File: src/rtl/serial_loader_pkg.sv
// serial_loader_pkg: shared FSM state type, frame constants and word-count clamp for serial_prog_loader
package serial_loader_pkg;

    typedef enum logic [2:0] {
        IDLE,
        WAIT_START,
        START_BIT,
        DATA,
        PARITY,
        STOP,
        WRITE,
        RELEASE
    } state_e;

    localparam int FRAME_DATA_BITS = 8;
    localparam int MAX_WORDS       = 32;
    localparam int WCNT_W          = 6;

    // Requests beyond the memory depth load the whole memory once, never wrapping onto earlier words.
    function automatic logic [WCNT_W-1:0] clamp_word_cnt(input logic [WCNT_W-1:0] n);
        return (n > WCNT_W'(MAX_WORDS)) ? WCNT_W'(MAX_WORDS) : n;
    endfunction

endpackage

File: src/rtl/serial_prog_loader_if.sv
// serial_prog_loader_if: command, memory-write and status bundle of serial_prog_loader
// Signals: START/WORD_CNT (load command), MEM_WE/MEM_ADDR/MEM_WDATA (instruction memory write port),
//          CPU_RST, BUSY, DONE, FRAME_ERR, PARITY_ERR (status).
// Modports: master = controller side driving the command, slave = the loader.
interface serial_prog_loader_if #(
    parameter int ADDR_W = 5,
    parameter int DATA_W = 8
);
    logic              START;
    logic [ADDR_W:0]   WORD_CNT;
    logic              MEM_WE;
    logic [ADDR_W-1:0] MEM_ADDR;
    logic [DATA_W-1:0] MEM_WDATA;
    logic              CPU_RST;
    logic              BUSY;
    logic              DONE;
    logic              FRAME_ERR;
    logic              PARITY_ERR;

    modport master (
        output START, WORD_CNT,
        input  MEM_WE, MEM_ADDR, MEM_WDATA, CPU_RST, BUSY, DONE, FRAME_ERR, PARITY_ERR
    );

    modport slave (
        input  START, WORD_CNT,
        output MEM_WE, MEM_ADDR, MEM_WDATA, CPU_RST, BUSY, DONE, FRAME_ERR, PARITY_ERR
    );
endinterface

File: src/rtl/rx_sync_edge.sv
// rx_sync_edge: 2-flop synchronizer for the serial line plus falling-edge detect on the synced value
// Ports: CLK, RST_N (async active-low), rxd_i (async serial in),
//        rxd_o (synchronized line), fall_o (one-cycle pulse on a synced 1->0 transition).
module rx_sync_edge (
    input  logic CLK,
    input  logic RST_N,
    input  logic rxd_i,
    output logic rxd_o,
    output logic fall_o
);
    // [1:0] synchronizer stages, [2] previous synced value; all reset to the idle-high line level.
    logic [2:0] sync_q;

    always_ff @(posedge CLK or negedge RST_N) begin
        if (!RST_N) sync_q <= '1;
        else        sync_q <= {sync_q[1:0], rxd_i};
    end

    assign rxd_o  = sync_q[1];
    assign fall_o = sync_q[2] & ~sync_q[1];
endmodule

File: src/rtl/serial_prog_loader.sv
// serial_prog_loader: receives an 8N1 program image and writes it into the CPU instruction memory
// Optional even-parity bit between data and stop bits: define SERIAL_PROG_LOADER_PARITY_EN.
// Ports: CLK, RST_N (async active-low), RXD (async serial line, idle high, LSB first);
//        bus (slave modport): START/WORD_CNT command in, MEM_WE/MEM_ADDR/MEM_WDATA write port,
//        CPU_RST, BUSY, DONE, FRAME_ERR, PARITY_ERR status out.
module serial_prog_loader
    import serial_loader_pkg::*;
#(
    parameter int CLKS_PER_BIT = 16,
    parameter int DATA_W       = 8,
    parameter int ADDR_W       = 5
) (
    input logic CLK,
    input logic RST_N,
    input logic RXD,
    serial_prog_loader_if.slave bus
);
    localparam int CNT_W = $clog2(CLKS_PER_BIT);
    localparam int BIT_W = $clog2(FRAME_DATA_BITS);

    state_e              state_q;
    logic [CNT_W-1:0]    cnt_q;
    logic [BIT_W-1:0]    bit_q;
    logic [DATA_W-1:0]   shift_q;
    logic [DATA_W-1:0]   wdata_q;
    logic [WCNT_W-1:0]   rem_q;
    logic [ADDR_W-1:0]   addr_q;
    logic                we_q;
    logic                cpu_rst_q;
    logic                busy_q;
    logic                done_q;
    logic                frame_err_q;
    logic                par_ok;
    logic                rxd_s;
    logic                rxd_fall;
    logic                half_bit;
    logic                full_bit;
    logic [WCNT_W-1:0]   n_words;

    rx_sync_edge u_sync (
        .CLK    (CLK),
        .RST_N  (RST_N),
        .rxd_i  (RXD),
        .rxd_o  (rxd_s),
        .fall_o (rxd_fall)
    );

    assign n_words  = clamp_word_cnt(WCNT_W'(bus.WORD_CNT));
    // Timer restarts at 0 on entry to each bit phase: the start bit is checked half a bit in,
    // every later bit one full bit after the previous sample, i.e. at its centre.
    assign half_bit = cnt_q == CNT_W'(CLKS_PER_BIT / 2 - 1);
    assign full_bit = cnt_q == CNT_W'(CLKS_PER_BIT - 1);

`ifdef SERIAL_PROG_LOADER_PARITY_EN
    logic parity_err_q;
    logic par_bad_q;

    assign par_ok         = ~par_bad_q;
    assign bus.PARITY_ERR = parity_err_q;
`else
    assign par_ok         = 1'b1;
    assign bus.PARITY_ERR = 1'b0;
`endif

    always_ff @(posedge CLK or negedge RST_N) begin
        if (!RST_N) begin
            state_q      <= IDLE;
            cnt_q        <= '0;
            bit_q        <= '0;
            shift_q      <= '0;
            wdata_q      <= '0;
            rem_q        <= '0;
            addr_q       <= '0;
            we_q         <= 1'b0;
            cpu_rst_q    <= 1'b1;
            busy_q       <= 1'b0;
            done_q       <= 1'b0;
            frame_err_q  <= 1'b0;
`ifdef SERIAL_PROG_LOADER_PARITY_EN
            parity_err_q <= 1'b0;
            par_bad_q    <= 1'b0;
`endif
        end else begin
            we_q   <= 1'b0;
            done_q <= 1'b0;
            cnt_q  <= cnt_q + 1'b1;
            case (state_q)
                IDLE: if (bus.START) begin
                    // A zero-word load completes on the spot: no frames, DONE next cycle.
                    addr_q       <= '0;
                    rem_q        <= n_words;
                    frame_err_q  <= 1'b0;
`ifdef SERIAL_PROG_LOADER_PARITY_EN
                    parity_err_q <= 1'b0;
`endif
                    busy_q       <= |n_words;
                    cpu_rst_q    <= |n_words;
                    done_q       <= ~|n_words;
                    state_q      <= (|n_words) ? WAIT_START : IDLE;
                end
                WAIT_START: if (rxd_fall) begin
                    cnt_q   <= '0;
                    state_q <= START_BIT;
                end
                START_BIT: if (half_bit) begin
                    cnt_q   <= '0;
                    bit_q   <= '0;
                    state_q <= rxd_s ? WAIT_START : DATA;
                end
                DATA: if (full_bit) begin
                    cnt_q   <= '0;
                    shift_q <= {rxd_s, shift_q[DATA_W-1:1]};
                    bit_q   <= bit_q + 1'b1;
`ifdef SERIAL_PROG_LOADER_PARITY_EN
                    if (bit_q == BIT_W'(FRAME_DATA_BITS - 1)) state_q <= PARITY;
`else
                    if (bit_q == BIT_W'(FRAME_DATA_BITS - 1)) state_q <= STOP;
`endif
                end
`ifdef SERIAL_PROG_LOADER_PARITY_EN
                PARITY: if (full_bit) begin
                    cnt_q     <= '0;
                    par_bad_q <= rxd_s ^ (^shift_q);
                    if (rxd_s ^ (^shift_q)) parity_err_q <= 1'b1;
                    state_q   <= STOP;
                end
`endif
                STOP: if (full_bit) begin
                    cnt_q <= '0;
                    if (!rxd_s) frame_err_q <= 1'b1;
                    if (rxd_s && par_ok) begin
                        we_q    <= 1'b1;
                        wdata_q <= shift_q;
                        state_q <= WRITE;
                    end else begin
                        state_q <= WAIT_START;
                    end
                end
                WRITE: begin
                    addr_q  <= addr_q + 1'b1;
                    rem_q   <= rem_q - 1'b1;
                    state_q <= (rem_q == WCNT_W'(1)) ? RELEASE : WAIT_START;
                end
                RELEASE: begin
                    cpu_rst_q <= 1'b0;
                    done_q    <= 1'b1;
                    busy_q    <= 1'b0;
                    state_q   <= IDLE;
                end
                default: state_q <= IDLE;
            endcase
        end
    end

    assign bus.MEM_WE    = we_q;
    assign bus.MEM_ADDR  = addr_q;
    assign bus.MEM_WDATA = wdata_q;
    assign bus.CPU_RST   = cpu_rst_q;
    assign bus.BUSY      = busy_q;
    assign bus.DONE      = done_q;
    assign bus.FRAME_ERR = frame_err_q;
endmodule

File: src/flat_wrapper.sv
// flat-port wrapper written by rule: the top's interface ports become plain ports
module serial_prog_loader_flat import serial_loader_pkg::*;
#(
    parameter int CLKS_PER_BIT = 16,
    parameter int DATA_W       = 8,
    parameter int ADDR_W       = 5
)
  (CLK, RST_N, RXD, bus_START, bus_WORD_CNT, bus_MEM_WE, bus_MEM_ADDR, bus_MEM_WDATA, bus_CPU_RST, bus_BUSY, bus_DONE, bus_FRAME_ERR, bus_PARITY_ERR);
  serial_prog_loader_if #(.ADDR_W(ADDR_W), .DATA_W(DATA_W)) bus_i ();
  input logic CLK;
  input logic RST_N;
  input logic RXD;
  input wire logic [$bits(bus_i.START)-1:0] bus_START;
  input wire logic [$bits(bus_i.WORD_CNT)-1:0] bus_WORD_CNT;
  output wire logic [$bits(bus_i.MEM_WE)-1:0] bus_MEM_WE;
  output wire logic [$bits(bus_i.MEM_ADDR)-1:0] bus_MEM_ADDR;
  output wire logic [$bits(bus_i.MEM_WDATA)-1:0] bus_MEM_WDATA;
  output wire logic [$bits(bus_i.CPU_RST)-1:0] bus_CPU_RST;
  output wire logic [$bits(bus_i.BUSY)-1:0] bus_BUSY;
  output wire logic [$bits(bus_i.DONE)-1:0] bus_DONE;
  output wire logic [$bits(bus_i.FRAME_ERR)-1:0] bus_FRAME_ERR;
  output wire logic [$bits(bus_i.PARITY_ERR)-1:0] bus_PARITY_ERR;
  assign bus_i.START = bus_START;
  assign bus_i.WORD_CNT = bus_WORD_CNT;
  assign bus_MEM_WE = bus_i.MEM_WE;
  assign bus_MEM_ADDR = bus_i.MEM_ADDR;
  assign bus_MEM_WDATA = bus_i.MEM_WDATA;
  assign bus_CPU_RST = bus_i.CPU_RST;
  assign bus_BUSY = bus_i.BUSY;
  assign bus_DONE = bus_i.DONE;
  assign bus_FRAME_ERR = bus_i.FRAME_ERR;
  assign bus_PARITY_ERR = bus_i.PARITY_ERR;
  serial_prog_loader #(.CLKS_PER_BIT(CLKS_PER_BIT), .DATA_W(DATA_W), .ADDR_W(ADDR_W)) u_core (.CLK(CLK), .RST_N(RST_N), .RXD(RXD), .bus(bus_i));
endmodule
File: config.mk
export PLATFORM = sky130hd
export DESIGN_NAME = serial_prog_loader_flat
export DESIGN_NICKNAME = d
export VERILOG_FILES = /design/src/rtl/serial_loader_pkg.sv /design/src/rtl/serial_prog_loader_if.sv /design/src/rtl/rx_sync_edge.sv /design/src/rtl/serial_prog_loader.sv /design/src/flat_wrapper.sv
export SDC_FILE = /design/constraint.sdc
export NUM_CORES = 1
export LEC_CHECK = 0
export ABC_CLOCK_PERIOD_IN_PS = 4900
export CORE_UTILIZATION = 58
export DETAILED_ROUTE_END_ITERATION = 7
export PLACE_DENSITY = 0.85
export SYNTH_ARGS = -nofsm -noshare
export SYNTH_HDL_FRONTEND = slang
export SYNTH_HIERARCHICAL = 1
export SYNTH_SLANG_ARGS = --single-unit
File: constraint.sdc
create_clock -name CLK -period 4.9 [get_ports CLK]
set_clock_uncertainty 0.1 [all_clocks]
set_input_delay 0.49 -clock CLK [delete_from_list [all_inputs] [get_ports CLK]]
set_output_delay 0.49 -clock CLK [all_outputs]
set_load 0.005 [all_outputs]
==> impl_metrics.csv, run 1 <==
group,metric,value,unit
yosys,synth_cell_types,46,
die,num_rows,21,
worst_setup_path,critical_path.max_fanout,15,
worst_setup_path,cp-end-kind,"register",
power,p_leak,1.05,nW
timing,setup_tns,0,ns
timing,drv_slew,0,
status,status,"completed",
timing,finalHoldViolations,0,
clocking,cts_hold_buf,0,
final_layout,fillers,240,
global_routing,grt_max_degree,46,
clocking,htree_num_levels,2,
clocking,cts_sinks,45,
yosys,synth_cells,183,
die,die_w,61.8,um
timing,max_freq,476,MHz
final_layout,drive_gt1_share,12.0,%
final_layout,area_delta_synth_final,15.9,%
yosys,synth_top_area_share,49.4,%
routing,drt_wl_total,3810,um
final_layout,nets,224,
final_layout,n_antenna_cell,0,
yosys,mappedNetlistArea,2080,sq um
yosys,async_flop_share,100,%
global_routing,top_usage_layer,"met2",
placed_design,place_hpwl,2720,um
die,io_pins,29,
clocking,root_buffer,"clkbuf_4",
yosys,synth_flop_cell,"dfrtp_1",
yosys,yosysMostFrequentCell,"dfrtp_1",
yosys,avgSynthCellArea,11.3,sq um
yosys,seq_area_frac_synth,54.5,%
timing,holdWs,0.155,ns
routing,drt_iter0_drc,95,
global_routing,track_usage,22.0,%
global_routing,grt_pass1_wl,6180,um
routing,routed_via_density,5.98,
routing,postRouteAntennaNets,0,
worst_setup_path,cp.arrival,2.22,ns
yosys,syn_nets,199,
clocking,post-cts-setup-buffers,0,
timing,max_slew_margin,38.2,%
worst_setup_path,worst-setup-path-type,"reg -> reg",
routing,via_count,1526,
clocking,clk-insertion-delay-late,0.35,ns
global_routing,grt_pass1_vias,1404,
die,start_util,61.2,%
power,power.density,242,nW/um^2
global_routing,grt.overflow.total,0,
clocking,ctsResizeCount,0,
routing,drc_errors,0,
global_routing,antenna_found_initial,0,
placed_design,numPortBuffers,27,
clocking,clkSlewWorstSetupHoldPaths,0.14,ns
timing,worst_slew_pin_slew,0.928,ns
die,die-area,3820,sq um
routing,firstDrtPassIters,5,
clocking,numCtsBuffers,5,
clocking,cts_tree,"yes",
final_layout,post-route-util,70.9,%
yosys,synth-edff-count,0,
die,core,3390,sq um
placed_design,gp_congestion,0.859,
timing,period_needed,2.10,ns
yosys,ys_ff_latch,45,
die,die_h,61.8,um
power,vdd_drop_max,181,uV
worst_setup_path,cp.required,5.02,ns
yosys,synth.area.top_cells,"dfrtp_1 (49%), dfstp_2 (5.1%), mux2_2 (4.9%), mux2_1 (4.3%), ha_1 (3.6%)",
timing,rsz0062_at_grt,"false",
global_routing,grtUsageMet3,3.93,%
flow_run,max_cap_violations,0,
clocking,clockBufferDepth,2,
yosys,synth.largest_area_cell,"dfrtp_1",
timing,post-route-period-util,42.9,%
global_routing,met2_usage,37.3,%
yosys,synth_warnings,6,
min_path,hp-class,"in -> async",
worst_setup_path,ff2ff_path_depth,4,
timing,setup_viol,0,
yosys,post_synth_most_frequent_cells,"dfrtp_1 (41), a21oi_1 (13), nor2_1 (11), nand2_1 (10), mux2_2 (9)",
routing,wire_per_inst,15.0,um
worst_setup_path,worstSetupStartpointType,"register",
worst_setup_path,r2r_setup_slack,2.80,ns
global_routing,use_met1,29.3,%
-- critical path, cell delays in order (launching register included) --
cell and delay (ns):
dfrtp_1 0.63, nor2b_1 0.30, and3_1 0.21, and2_1 0.37
mux2_1 0.38
-- sequential cells by signal, indices dropped and copies added, names as in the netlist --
name                  cells
u_core/bus.MEM_ADDR       5
u_core/bus.DONE           1
u_core/bus.CPU_RST        1
u_core/u_sync/sync_q      3
u_core/rem_q              6
u_core/state_q            3
u_core/bus.MEM_WDATA      8
u_core/bus.MEM_WE         1
u_core/bus.FRAME_ERR      1
u_core/bit_q              3
u_core/cnt_q              4
u_core/bus.BUSY           1
u_core/shift_q            8
-- per-stage QoR --
step | worst slack [ns] | power [mW] | cell area, sq um | instances
final | 2.80 | 0.581 | 2400 | 255
after global routing | 2.64 | 0.603 | 2400 | 255
after CTS | 2.80 | 0.588 | 2400 | 255
after detailed placement | 2.51 | 0.412 | 2350 | 247
after global placement | 2.57 | 0.410 | 2350 | 247
after floorplan | 3.13 | 0.394 | 2080 | 183
-- final cells by class --
cell class              instances  area (sq um)  share of cell area (%)
clock inverters                 3          21.3                   0.884
well taps                      46          57.6                    2.39
flip-flops and latches         45          1130                    47.0
inverters                       7          26.3                    1.09
multi-input cells             122           866                    36.0
clock buffers                   5          37.5                    1.56
repair buffers                 27           265                    11.0
-- layout by cell type (no fill, tap or decap), drive strengths merged, types with 6 or more instances in the layout --
cell type       n
dfrtp          41
clkdlybuf4s50  26
mux2           17
a21oi          13
nor2           11
nand2          11
o21ai          10
inv             8
nor3            6
ha              6
-- kinds of logic after synthesis --
logic type	Yosys count	share of synthesized area, %
xor+xnor	3	1.27
fa+ha+maj	6	3.62
buf+inv	16	3.80
flops	45	54.5
simple gates	55	15.0
other cells	1	0.181
compound gates	40	12.4
mux	17	9.22
-- layer usage --
layer | share of wire, % | up-vias
li1 | - | 720
met1 | 44 | 752
met4 | 0.18 | 0
met5 | 0 | -
met2 | 50 | 52
met3 | 5.5 | 2
-- power by group --
group          switching [mW]  internal, mW
sequential            0.00419         0.377
clock                   0.120        0.0569
combinational          0.0125        0.0108
-- worst paths after layout --
| check | from | end |
|---|---|---|
| setup / recovery | u_core/state_q[0] | u_core/bus.MEM_WDATA[4] |
| hold / removal | RST_N | u_core/rem_q[2] |
| setup reg to reg | u_core/state_q[0] | u_core/bus.MEM_WDATA[4] |
| hold reg to reg | u_core/u_sync/sync_q[0] | u_core/u_sync/sync_q[1] |
| max in group asynchronous | RST_N | u_core/bus.MEM_WDATA[4] |
| min in group CLK | u_core/u_sync/sync_q[0] | u_core/u_sync/sync_q[1] |
Power figures use the tool's default switching activity.
==> inputs of run 2 (changes only) <==
Settings changed: ABC_CLOCK_PERIOD_IN_PS 4900 to 2100, CORE_UTILIZATION 58 to 54, PLACE_DENSITY 0.85 to 0.8.
Clock period 4.9 ns to 2.1 ns, I/O delays scaled along.
==> run 2 against run 1 <==
Against the previous run:
- critical path depth did not move
- hold slack gained 0.060 ns
- die area increased by 7.2%
- register-to-register slack lost 2.7 ns
- critical path type unchanged
- largest cell class unchanged
- largest power group unchanged
==> impl_metrics.csv, run 2 (same netlist as run 1, synthesis figures left out) <==
group,metric,value,unit
status,status,"completed",
power,vdd_drop_max,550,uV
timing,setup_tns,0,ns
worst_setup_path,cp-end-kind,"register",
final_layout,fillers,270,
timing,finalWorstSetupSlack,0.134,ns
power,power.density,600,nW/um^2
worst_setup_path,critPathLaunch,"u_core/cnt_q[0]",
clocking,clockBufferDepth,2,
timing,setup_viol,0,
worst_setup_path,r2r_setup_slack,0.13,ns
timing,post-route-period-util,93.6,%
power,p_leak,1.12,nW
routing,routed_via_density,5.68,
die,die_h,64,um
clocking,htree_num_levels,2,
timing,max_freq,509,MHz
die,core,3660,sq um
routing,drt_iter0_drc,89,
global_routing,grt_max_degree,25,
timing,finalHoldViolations,0,
worst_setup_path,r2r_start,"u_core/cnt_q[0]",
flow_run,max_cap_violations,0,
timing,period_needed,1.97,ns
worst_setup_path,cpPeakStageDelay,0.44,ns
final_layout,nets,232,
clocking,cts_sinks,45,
clocking,root_buffer,"clkbuf_8",
die,die-area,4100,sq um
clocking,numCtsBuffers,5,
clocking,clk-insertion-delay-late,0.31,ns
global_routing,track_usage,21.0,%
global_routing,antenna_found_initial,0,
global_routing,grt_pass1_vias,1498,
final_layout,post-route-util,68.8,%
clocking,post-cts-setup-buffers,0,
timing,worst_slew_pin_slew,0.540,ns
final_layout,drive_gt1_share,15.2,%
routing,postRouteAntennaNets,0,
global_routing,grt_pass1_wl,6510,um
routing,firstDrtPassIters,4,
worst_setup_path,path_cells,"ha_1 > and3_1 > and2_1 > mux2_1",
placed_design,numPortBuffers,27,
worst_setup_path,cp.required,2.19,ns
die,num_rows,22,
timing,max_slew_margin,64.0,%
final_layout,n_antenna_cell,0,
min_path,hp-class,"in -> reg",
worst_setup_path,worstSetupStartpointType,"register",
worst_setup_path,critical_path.max_fanout,9,
final_layout,final_cell_mix,"dfrtp_1 (41), clkdlybuf4s50_1 (26), a21oi_1 (13)",
worst_setup_path,cpMaxStageDelayCell,"and2_1",
final_layout,final_common_cell,"dfrtp_1",
routing,via_count,1504,
global_routing,grt.overflow.total,0,
placed_design,place_ws,0.0713,ns
timing,holdWs,0.214,ns
timing,drv_slew,0,
die,io_pins,29,
final_layout,area_delta_synth_final,21.4,%
min_path,worstHoldStart,"RXD",
die,start_util,56.7,%
worst_setup_path,cp.arrival,2.05,ns
routing,wire_per_inst,14.0,um
die,die_w,64,um
timing,rsz0062_at_grt,"false",
routing,drc_errors,0,
worst_setup_path,worst-setup-path-type,"reg -> reg",
placed_design,gp_congestion,0.941,
routing,drt_wl_total,3720,um
clocking,clkSlewWorstSetupHoldPaths,0.08,ns
placed_design,place_hpwl,2710,um
clocking,cts_tree,"yes",
run 2: final cells by class:
class / count / area, sq um / share of cell area (%)
Tap cell: 48 / 60.1 / 2.38
Clock buffer: 5 / 68.8 / 2.73
Clock inverter: 3 / 26.3 / 1.04
Inverter: 7 / 26.3 / 1.04
Sequential cell: 45 / 1130 / 44.9
Multi-Input combinational cell: 122 / 867 / 34.4
Timing Repair Buffer: 35 / 340 / 13.5
run 2: where the power goes:
| part | switching [mW] | internal (mW) |
|---|---|---|
| sequential | 0.00891 | 0.878 |
| clock | 0.317 | 0.247 |
| combinational | 0.0302 | 0.0314 |
run 2: critical path: cells and delay by family (launching register included):
family	cells	cell delay, ns
DFF	1	0.39
muxes	1	0.36
and+or+nand+nor	2	0.78
adders and majority gates	1	0.23
run 2: path summary, 6_finish.rpt:
| check | cells after the start | to |
|---|---|---|
| max | 4 | u_core/bus.MEM_WDATA[7] |
| min | 1 | u_core/u_sync/sync_q[0] |
| max reg2reg | 4 | u_core/bus.MEM_WDATA[7] |
| min reg2reg | 0 | u_core/u_sync/sync_q[1] |
| max in group asynchronous | 3 | u_core/rem_q[3] |
| min in group asynchronous | 2 | u_core/shift_q[6] |
run 2: per-layer routing:
metal	part of all wire (%)	global-route usage, %
met4	1.3	9.09
met5	0	0
met2	46	33.1
met3	5.3	6.61
met1	47	26.5
run 2: through the flow:
stage               power, mW  std cells  area (sq um)
floorplan               0.919        183          2080
global placement        0.964        256          2410
detailed placement      0.965        256          2410
CTS                      1.53        265          2520
global route             1.57        265          2520
finish                   1.51        265          2520
run 2: timing repair:
item	in CTS	in global routing
hold buffers	1	0
setup endpoints to repair	0	8
resized for setup	0	1
hold endpoints to repair	19	0
